===== src/rtl/fib_arb_ctrl_if.sv =====
// Requester/response bus for the two-port term generator controller.
// master = requesters plus result consumer; slave = the controller.
interface fib_arb_ctrl_if;
  logic       req0_valid;
  logic       req1_valid;
  logic [3:0] req0_n;
  logic [3:0] req1_n;
  logic       req0_ready;
  logic       req1_ready;
  logic       rsp_valid;
  logic       rsp_ready;
  logic [8:0] rsp_data;
  logic       rsp_id;
  logic       rsp_ovf;

  modport master (
    output req0_valid, req1_valid, req0_n, req1_n, rsp_ready,
    input  req0_ready, req1_ready, rsp_valid, rsp_data, rsp_id, rsp_ovf
  );

  modport slave (
    input  req0_valid, req1_valid, req0_n, req1_n, rsp_ready,
    output req0_ready, req1_ready, rsp_valid, rsp_data, rsp_id, rsp_ovf
  );
endinterface


===== src/rtl/fib_arb_ctrl.sv =====
// Round-robin arbiter for two requesters sharing one external term generator:
// clears the generator, steps it n times, then presents its value as the result.
//
// state | meaning
// IDLE  | waiting for a request; grant and latch job on the same cycle
// CLEAR | one-cycle generator clear
// RUN   | step generator while the job counter is non-zero
// DONE  | result presented, held until the consumer takes it
module fib_arb_ctrl (
  input  logic               clk,
  input  logic               rst,
  fib_arb_ctrl_if.slave      bus,
  input  logic [8:0]         i_gen_val,
  output logic               o_busy,
  output logic               o_gen_clr,
  output logic               o_gen_en
);

  typedef enum logic [1:0] {
    S_IDLE  = 2'd0,
    S_CLEAR = 2'd1,
    S_RUN   = 2'd2,
    S_DONE  = 2'd3
  } state_t;

  state_t     r_state;
  state_t     w_next;
  logic [3:0] r_cnt;
  logic [3:0] r_n_q;
  logic       r_id;
  logic       r_prio;

  logic       w_any;
  logic       w_gnt_id;
  logic       w_accept;
  logic       w_rdy0;
  logic       w_rdy1;
  logic       w_gen_clr;
  logic       w_gen_en;
  logic       w_rsp_valid;
  logic [8:0] w_rsp_data;
  logic       w_rsp_id;
  logic       w_rsp_ovf;

  assign w_any    = bus.req0_valid | bus.req1_valid;
  // r_prio names the requester that wins a tie; a lone requester always wins
  assign w_gnt_id = (bus.req0_valid & bus.req1_valid) ? r_prio : bus.req1_valid;

  always_comb begin
    w_next      = r_state;
    w_accept    = 1'b0;
    w_rdy0      = 1'b0;
    w_rdy1      = 1'b0;
    w_gen_clr   = 1'b0;
    w_gen_en    = 1'b0;
    w_rsp_valid = 1'b0;
    w_rsp_data  = 9'd0;
    w_rsp_id    = 1'b0;
    w_rsp_ovf   = 1'b0;
    case (r_state)
      S_IDLE: begin
        if (w_any && !rst) begin
          w_accept = 1'b1;
          w_rdy0   = ~w_gnt_id;
          w_rdy1   = w_gnt_id;
          w_next   = S_CLEAR;
        end
      end
      S_CLEAR: begin
        w_gen_clr = 1'b1;
        w_next    = S_RUN;
      end
      S_RUN: begin
        if (r_cnt != 4'd0) begin
          w_gen_en = 1'b1;
        end else begin
          w_next = S_DONE;
        end
      end
      S_DONE: begin
        w_rsp_valid = 1'b1;
        w_rsp_data  = i_gen_val;
        w_rsp_id    = r_id;
        w_rsp_ovf   = (r_n_q >= 4'd14);
        if (bus.rsp_ready) begin
          w_next = S_IDLE;
        end
      end
      default: w_next = S_IDLE;
    endcase
  end

  always_ff @(posedge clk or posedge rst) begin
    if (rst) begin
      r_state <= S_IDLE;
      r_cnt   <= 4'd0;
      r_n_q   <= 4'd0;
      r_id    <= 1'b0;
      r_prio  <= 1'b0;
    end else begin
      r_state <= w_next;
      if (w_accept) begin
        r_cnt  <= w_gnt_id ? bus.req1_n : bus.req0_n;
        r_n_q  <= w_gnt_id ? bus.req1_n : bus.req0_n;
        r_id   <= w_gnt_id;
        r_prio <= ~w_gnt_id;
      end else if (w_gen_en) begin
        r_cnt <= r_cnt - 4'd1;
      end
    end
  end

  assign bus.req0_ready = w_rdy0;
  assign bus.req1_ready = w_rdy1;
  assign bus.rsp_valid  = w_rsp_valid;
  assign bus.rsp_data   = w_rsp_data;
  assign bus.rsp_id     = w_rsp_id;
  assign bus.rsp_ovf    = w_rsp_ovf;
  assign o_busy         = (r_state != S_IDLE);
  assign o_gen_clr      = w_gen_clr;
  assign o_gen_en       = w_gen_en;

endmodule


===== src/flat_wrapper.sv =====
// flat-port wrapper written by rule: the top's interface ports become plain ports
module fib_arb_ctrl_flat 
  (clk, rst, i_gen_val, o_busy, o_gen_clr, o_gen_en, bus_req0_valid, bus_req1_valid, bus_req0_n, bus_req1_n, bus_rsp_ready, bus_req0_ready, bus_req1_ready, bus_rsp_valid, bus_rsp_data, bus_rsp_id, bus_rsp_ovf);
  fib_arb_ctrl_if bus_i ();
  input  logic clk;
  input  logic rst;
  input  logic [8:0] i_gen_val;
  output logic o_busy;
  output logic o_gen_clr;
  output logic o_gen_en;
  input wire logic [$bits(bus_i.req0_valid)-1:0] bus_req0_valid;
  input wire logic [$bits(bus_i.req1_valid)-1:0] bus_req1_valid;
  input wire logic [$bits(bus_i.req0_n)-1:0] bus_req0_n;
  input wire logic [$bits(bus_i.req1_n)-1:0] bus_req1_n;
  input wire logic [$bits(bus_i.rsp_ready)-1:0] bus_rsp_ready;
  output wire logic [$bits(bus_i.req0_ready)-1:0] bus_req0_ready;
  output wire logic [$bits(bus_i.req1_ready)-1:0] bus_req1_ready;
  output wire logic [$bits(bus_i.rsp_valid)-1:0] bus_rsp_valid;
  output wire logic [$bits(bus_i.rsp_data)-1:0] bus_rsp_data;
  output wire logic [$bits(bus_i.rsp_id)-1:0] bus_rsp_id;
  output wire logic [$bits(bus_i.rsp_ovf)-1:0] bus_rsp_ovf;
  assign bus_i.req0_valid = bus_req0_valid;
  assign bus_i.req1_valid = bus_req1_valid;
  assign bus_i.req0_n = bus_req0_n;
  assign bus_i.req1_n = bus_req1_n;
  assign bus_i.rsp_ready = bus_rsp_ready;
  assign bus_req0_ready = bus_i.req0_ready;
  assign bus_req1_ready = bus_i.req1_ready;
  assign bus_rsp_valid = bus_i.rsp_valid;
  assign bus_rsp_data = bus_i.rsp_data;
  assign bus_rsp_id = bus_i.rsp_id;
  assign bus_rsp_ovf = bus_i.rsp_ovf;
  fib_arb_ctrl u_core (.clk(clk), .rst(rst), .bus(bus_i), .i_gen_val(i_gen_val), .o_busy(o_busy), .o_gen_clr(o_gen_clr), .o_gen_en(o_gen_en));
endmodule

===== config.mk =====
export PLATFORM = sky130hd
export DESIGN_NAME = fib_arb_ctrl_flat
export DESIGN_NICKNAME = d
export VERILOG_FILES = /design/src/rtl/fib_arb_ctrl_if.sv /design/src/rtl/fib_arb_ctrl.sv /design/src/flat_wrapper.sv
export SDC_FILE = /design/constraint.sdc
export NUM_CORES = 1
export LEC_CHECK = 0
export ABC_AREA = 1
export BUFFER_PORTS_ARGS = -buffer_cell sky130_fd_sc_hd__buf_2
export CAP_MARGIN = 20
export CORE_AREA = 2 2 71 46
export DETAILED_ROUTE_END_ITERATION = 8
export DIE_AREA = 0 0 73 48
export GPL_TIMING_DRIVEN = 0
export PLACE_DENSITY = 0.66
export SLEW_MARGIN = 40
export SYNTH_ARGS = -nofsm -noshare
export SYNTH_HDL_FRONTEND = slang
export SYNTH_SLANG_ARGS = --single-unit

===== constraint.sdc =====
create_clock -name clk -period 2.8 [get_ports clk]
set_input_delay 0.56 -clock clk [delete_from_list [all_inputs] [get_ports clk]]
set_output_delay 0.56 -clock clk [all_outputs]
set_load 0.02 [all_outputs]

# Yosys cells after proc, flatten, opt, wreduce, memory -nomap -nowiden
# Index checks and enable logic that the tools add are counted.
# Widths: inputs -> output; s select.
# totals
reg_bits,12
in_bits,22
# classes
add_sub_neg,1
order_cmp,1
eq_ne,6
mux,21
n_bitwise,3
reduce_logical,7
# ops
op,count
$mux 1,13
$mux 4,3
$mux 9,1
$pmux 2 s4,1
$mux 2,3
$eq 2x2->1 const B,2
$ge 4x4->1 const B,1
$ne 2x2->1 const B,2
$reduce_bool 2->1,2
$reduce_bool 4->1,1
$sub 4x1->4 const B,1
$reduce_and 3->1,1
$eq 2x1->1 const B,1
$logic_not 2->1,1
$ne 2x1->1 const B,1
$and 1x1->1,1
$logic_and 1x1->1,1
$logic_not 1->1,1
$not 1->1,1
$or 1x1->1,1

# Depth between registers and ports, before layout
# depth
ltp_word,5
mapped_depth,9
depth_no_buf,9

# Worst setup path after synthesis
# No wires, ideal clock.
# synth_path
kind,register -> output
startpoint,register u_core.r_state[0]
endpoint,output port bus_rsp_ovf
arrival_ns,1.461
required_ns,2.240
setup_slack_ns,0.779
stages_incl_launch_ff,4
n_path_buf,0
path_cell_list,dfrtp_1 ha_1 inv_1 nor4_1
# synth_between
elab_chain_cells,2
# synth_rtl
item,line_no,source
start: declaration,fib_arb_ctrl.sv:26,state_t r_state;
start signal: assignment,fib_arb_ctrl.sv:101,r_state <= w_next;
$eq 2x2->1,fib_arb_ctrl.sv:60,case (r_state)
$mux 1,fib_arb_ctrl.sv:60,
end: declaration,flat_wrapper.sv:21,output wire logic [$bits(bus_i.rsp_ovf)-1:0] bus_rsp_ovf;
# Every way passes these cells.

# Worst setup path in the final report
# layout_path
startpoint,input port rst
endpoint,output port bus_req1_ready
# layout_between
elab_chain_cells,4
# layout_rtl
item,line_no,source
start: declaration,flat_wrapper.sv:6,input logic rst;
$logic_not 1->1,fib_arb_ctrl.sv:62,if (w_any && !rst) begin
$logic_and 1x1->1,fib_arb_ctrl.sv:62,
$mux 1,fib_arb_ctrl.sv:62,
$mux 1,fib_arb_ctrl.sv:60,
end: declaration,flat_wrapper.sv:17,output wire logic [$bits(bus_i.req1_ready)-1:0] bus_req1_ready;
# Every way passes these cells.

==> metrics.cfg <==
[floorplan]
die_h_um=48
row_count=15
io_pins=39
initial_core_util_pct=29.26
die-area_um2=3504
core_um2=2796
die_width_um=73

[cts]
cts_max_path_buffers=2
cts_sinks=11
hold_buffers=0
ctsResizeCount=0
root_buffer=clkbuf_8
numCtsBuffers=3
cts_tree=yes
clkLatencyLatePin_ns=0.24
clk_pin_slew_worst_paths_ns=0.05
cts.htree.levels=1
post_cts_buffers=0

[synth]
synth_cells=124
avgSynthCellArea_um2=6.599
synth_fp_nets=151
synth_cell_type_count=16
yosysSeqAreaShare_pct=33.64
ys_ff_latch=11
yosysWarnings=0
mappedNetlistArea_um2=818.3

[grt]
grt_pass1_wl_mm=2.980
grt_max_degree=14
grt.total_usage_pct=11.58
antenna_found_initial=0
grt_pass1_vias=682
grt-ovfl-total=0

[setup_path]
path_buf_inv=5
cp_data_required_time_ns=2.24
cp-startpoint=rst
worst_setup_path_end_kind=output pin
crit_slowest_cell=inv_1
cp-start-kind=primary input
max_stage_delay_ns=0.39
path_class=in -> out
cpLargestDelayFamily=buffers and inverters
crit_chain=buf_2 -> inv_1 -> nand3_4 -> clkinv_4 -> nand3_1 -> inv_1 -> buf_2
crit_arrival_ns=1.72
r2r-start=u_core.r_state[0]
path_max_fanout=13

[placed_design]
routabilityCongestion=0.7986
numPortBuffers=38
dp.final_hpwl_mm=1.565
place_area_um2=1051

[power]
p_clk_share_pct=15.0
leakage_nw=0.7421
irDropWorstVdd_mv=0.3843
power_density_nw_per_um2=959.4
total_power_mw=1.052
seqPwrFrac_pct=27.3
net-switching-power_mw=0.5023
internal_power_mw=0.5492
p_comb_share_pct=57.6
p_sw_share_pct=47.77

[route]
route.met2.wl_um=749
vias_per_cell=4.035
drt-total-wl_mm=1.860
routedWlPerCell_um=9.300
detail_route.iter0.violations=29
num_vias=807
wirelength_met1_um=998
firstDrtPassIters=4
top_layer_used=met4
postRouteAntennaNets=0
dr_wl_met3_um=96
route.detailed.drc=0

[timing]
final-setup-viol-count=0
rsz0062_at_grt=no
hold_viol=0
fmax_mhz=438.8
slew_headroom_pct=64.43
setup_tns_ns=0
finalClockSkew_ns=0.001035
fin_crit_sh_pct=81.39
drv_slew=0
fin_crit_ns=2.279
tightest_slew_ns=0.5330

[worst_hold_path]
min_path_type=in -> async

[finish]
nNetsFinal=194
drive_gt1_share_pct=31.93
areaGrowthSynthToFinish_pct=33.94
antenna_cells=0
mostFrequentLayoutCells=40 x nand2_1, 38 x buf_2, 31 x inv_1
n_fill_cell=299
layout_commonest_cell=nand2_1
final_area_um2=1096

[status]
status=completed

[job]
drv_cap=0

## area by class of cell
type | count | area [µm²] | area share [%]
Buffer | 1 | 3.754 | 0.3425
Clock buffer | 4 | 45.04 | 4.110
Inverter | 33 | 128.9 | 11.76
Multi-Input combinational cell | 79 | 410.4 | 37.44
Sequential cell | 11 | 275.3 | 25.11
Tap cell | 34 | 42.54 | 3.881
Timing Repair Buffer | 38 | 190.2 | 17.35
## synth_stat cells (all sizes together)
master | count | area, µm²
nand2 | 46 | 192.7
inv | 32 | 120.1
dfrtp | 11 | 275.3
nand3 | 9 | 57.56
o21ai | 9 | 45.04
nor2 | 6 | 22.52
ha | 5 | 62.56
a21oi | 2 | 17.52
clkbuf | 1 | 3.750
clkinv | 1 | 8.760
nor4 | 1 | 6.260
or2 | 1 | 6.260
## final timing paths
check,to,slack (ns),cells after the start
max,bus_req1_ready,0.52,7
max in group asynchronous,u_core.r_cnt[1],2.09,2
min,u_core.r_id,0.35,2
min in group clk,u_core.r_id,0.48,2
min reg2reg,u_core.r_id,0.48,2
max reg2reg,u_core.r_cnt[3],1.39,7
## through the flow
stage          setup WS (ns)  instances  hold slack, ns  util, %
2_1_floorplan         0.7792        124          0.4496        -
3_3_place_gp          0.4587        196          0.4807    37.58
3_5_place_dp          0.4586        196          0.4776    37.58
4_1_cts               0.4501        200          0.3774    39.19
5_1_grt               0.3290        200          0.4060    39.19
6_report              0.5211        200          0.3548    39.19
## logic make-up (layout without fill, tap and decap cells)
logic type	after synthesis	count (layout)	share of synthesized area (%)
AOI/OAI and AO/OA	11	11	7.645
adders and majority gates	5	5	7.645
buffers and inverters	34	76	16.21
DFF	11	11	33.64
and+or+nand+nor	63	63	34.86
## layer usage
metal	vias up	GRT usage, %
met2	13	15.68
met4	0	4.444
met1	339	16.33
li1	450	-
met5	-	0
met3	5	4.632
## state kept, by name, summed over array words and instances, names as in the netlist
| signal | count |
|---|---|
| u_core.r_cnt | 4 |
| u_core.r_n_q | 3 |
| u_core.r_state | 2 |
| u_core.r_id | 1 |
| u_core.r_prio | 1 |
## power by group through the flow
stage               combinational (mW)  sequential (mW)  clock [mW]
global route                     0.698            0.295       0.174
detailed placement               0.610            0.289           0
global placement                 0.609            0.288           0
finish                           0.606            0.287       0.158
floorplan                        0.464            0.277           0
CTS                              0.612            0.287       0.166
Power figures use the tool's default switching activity.
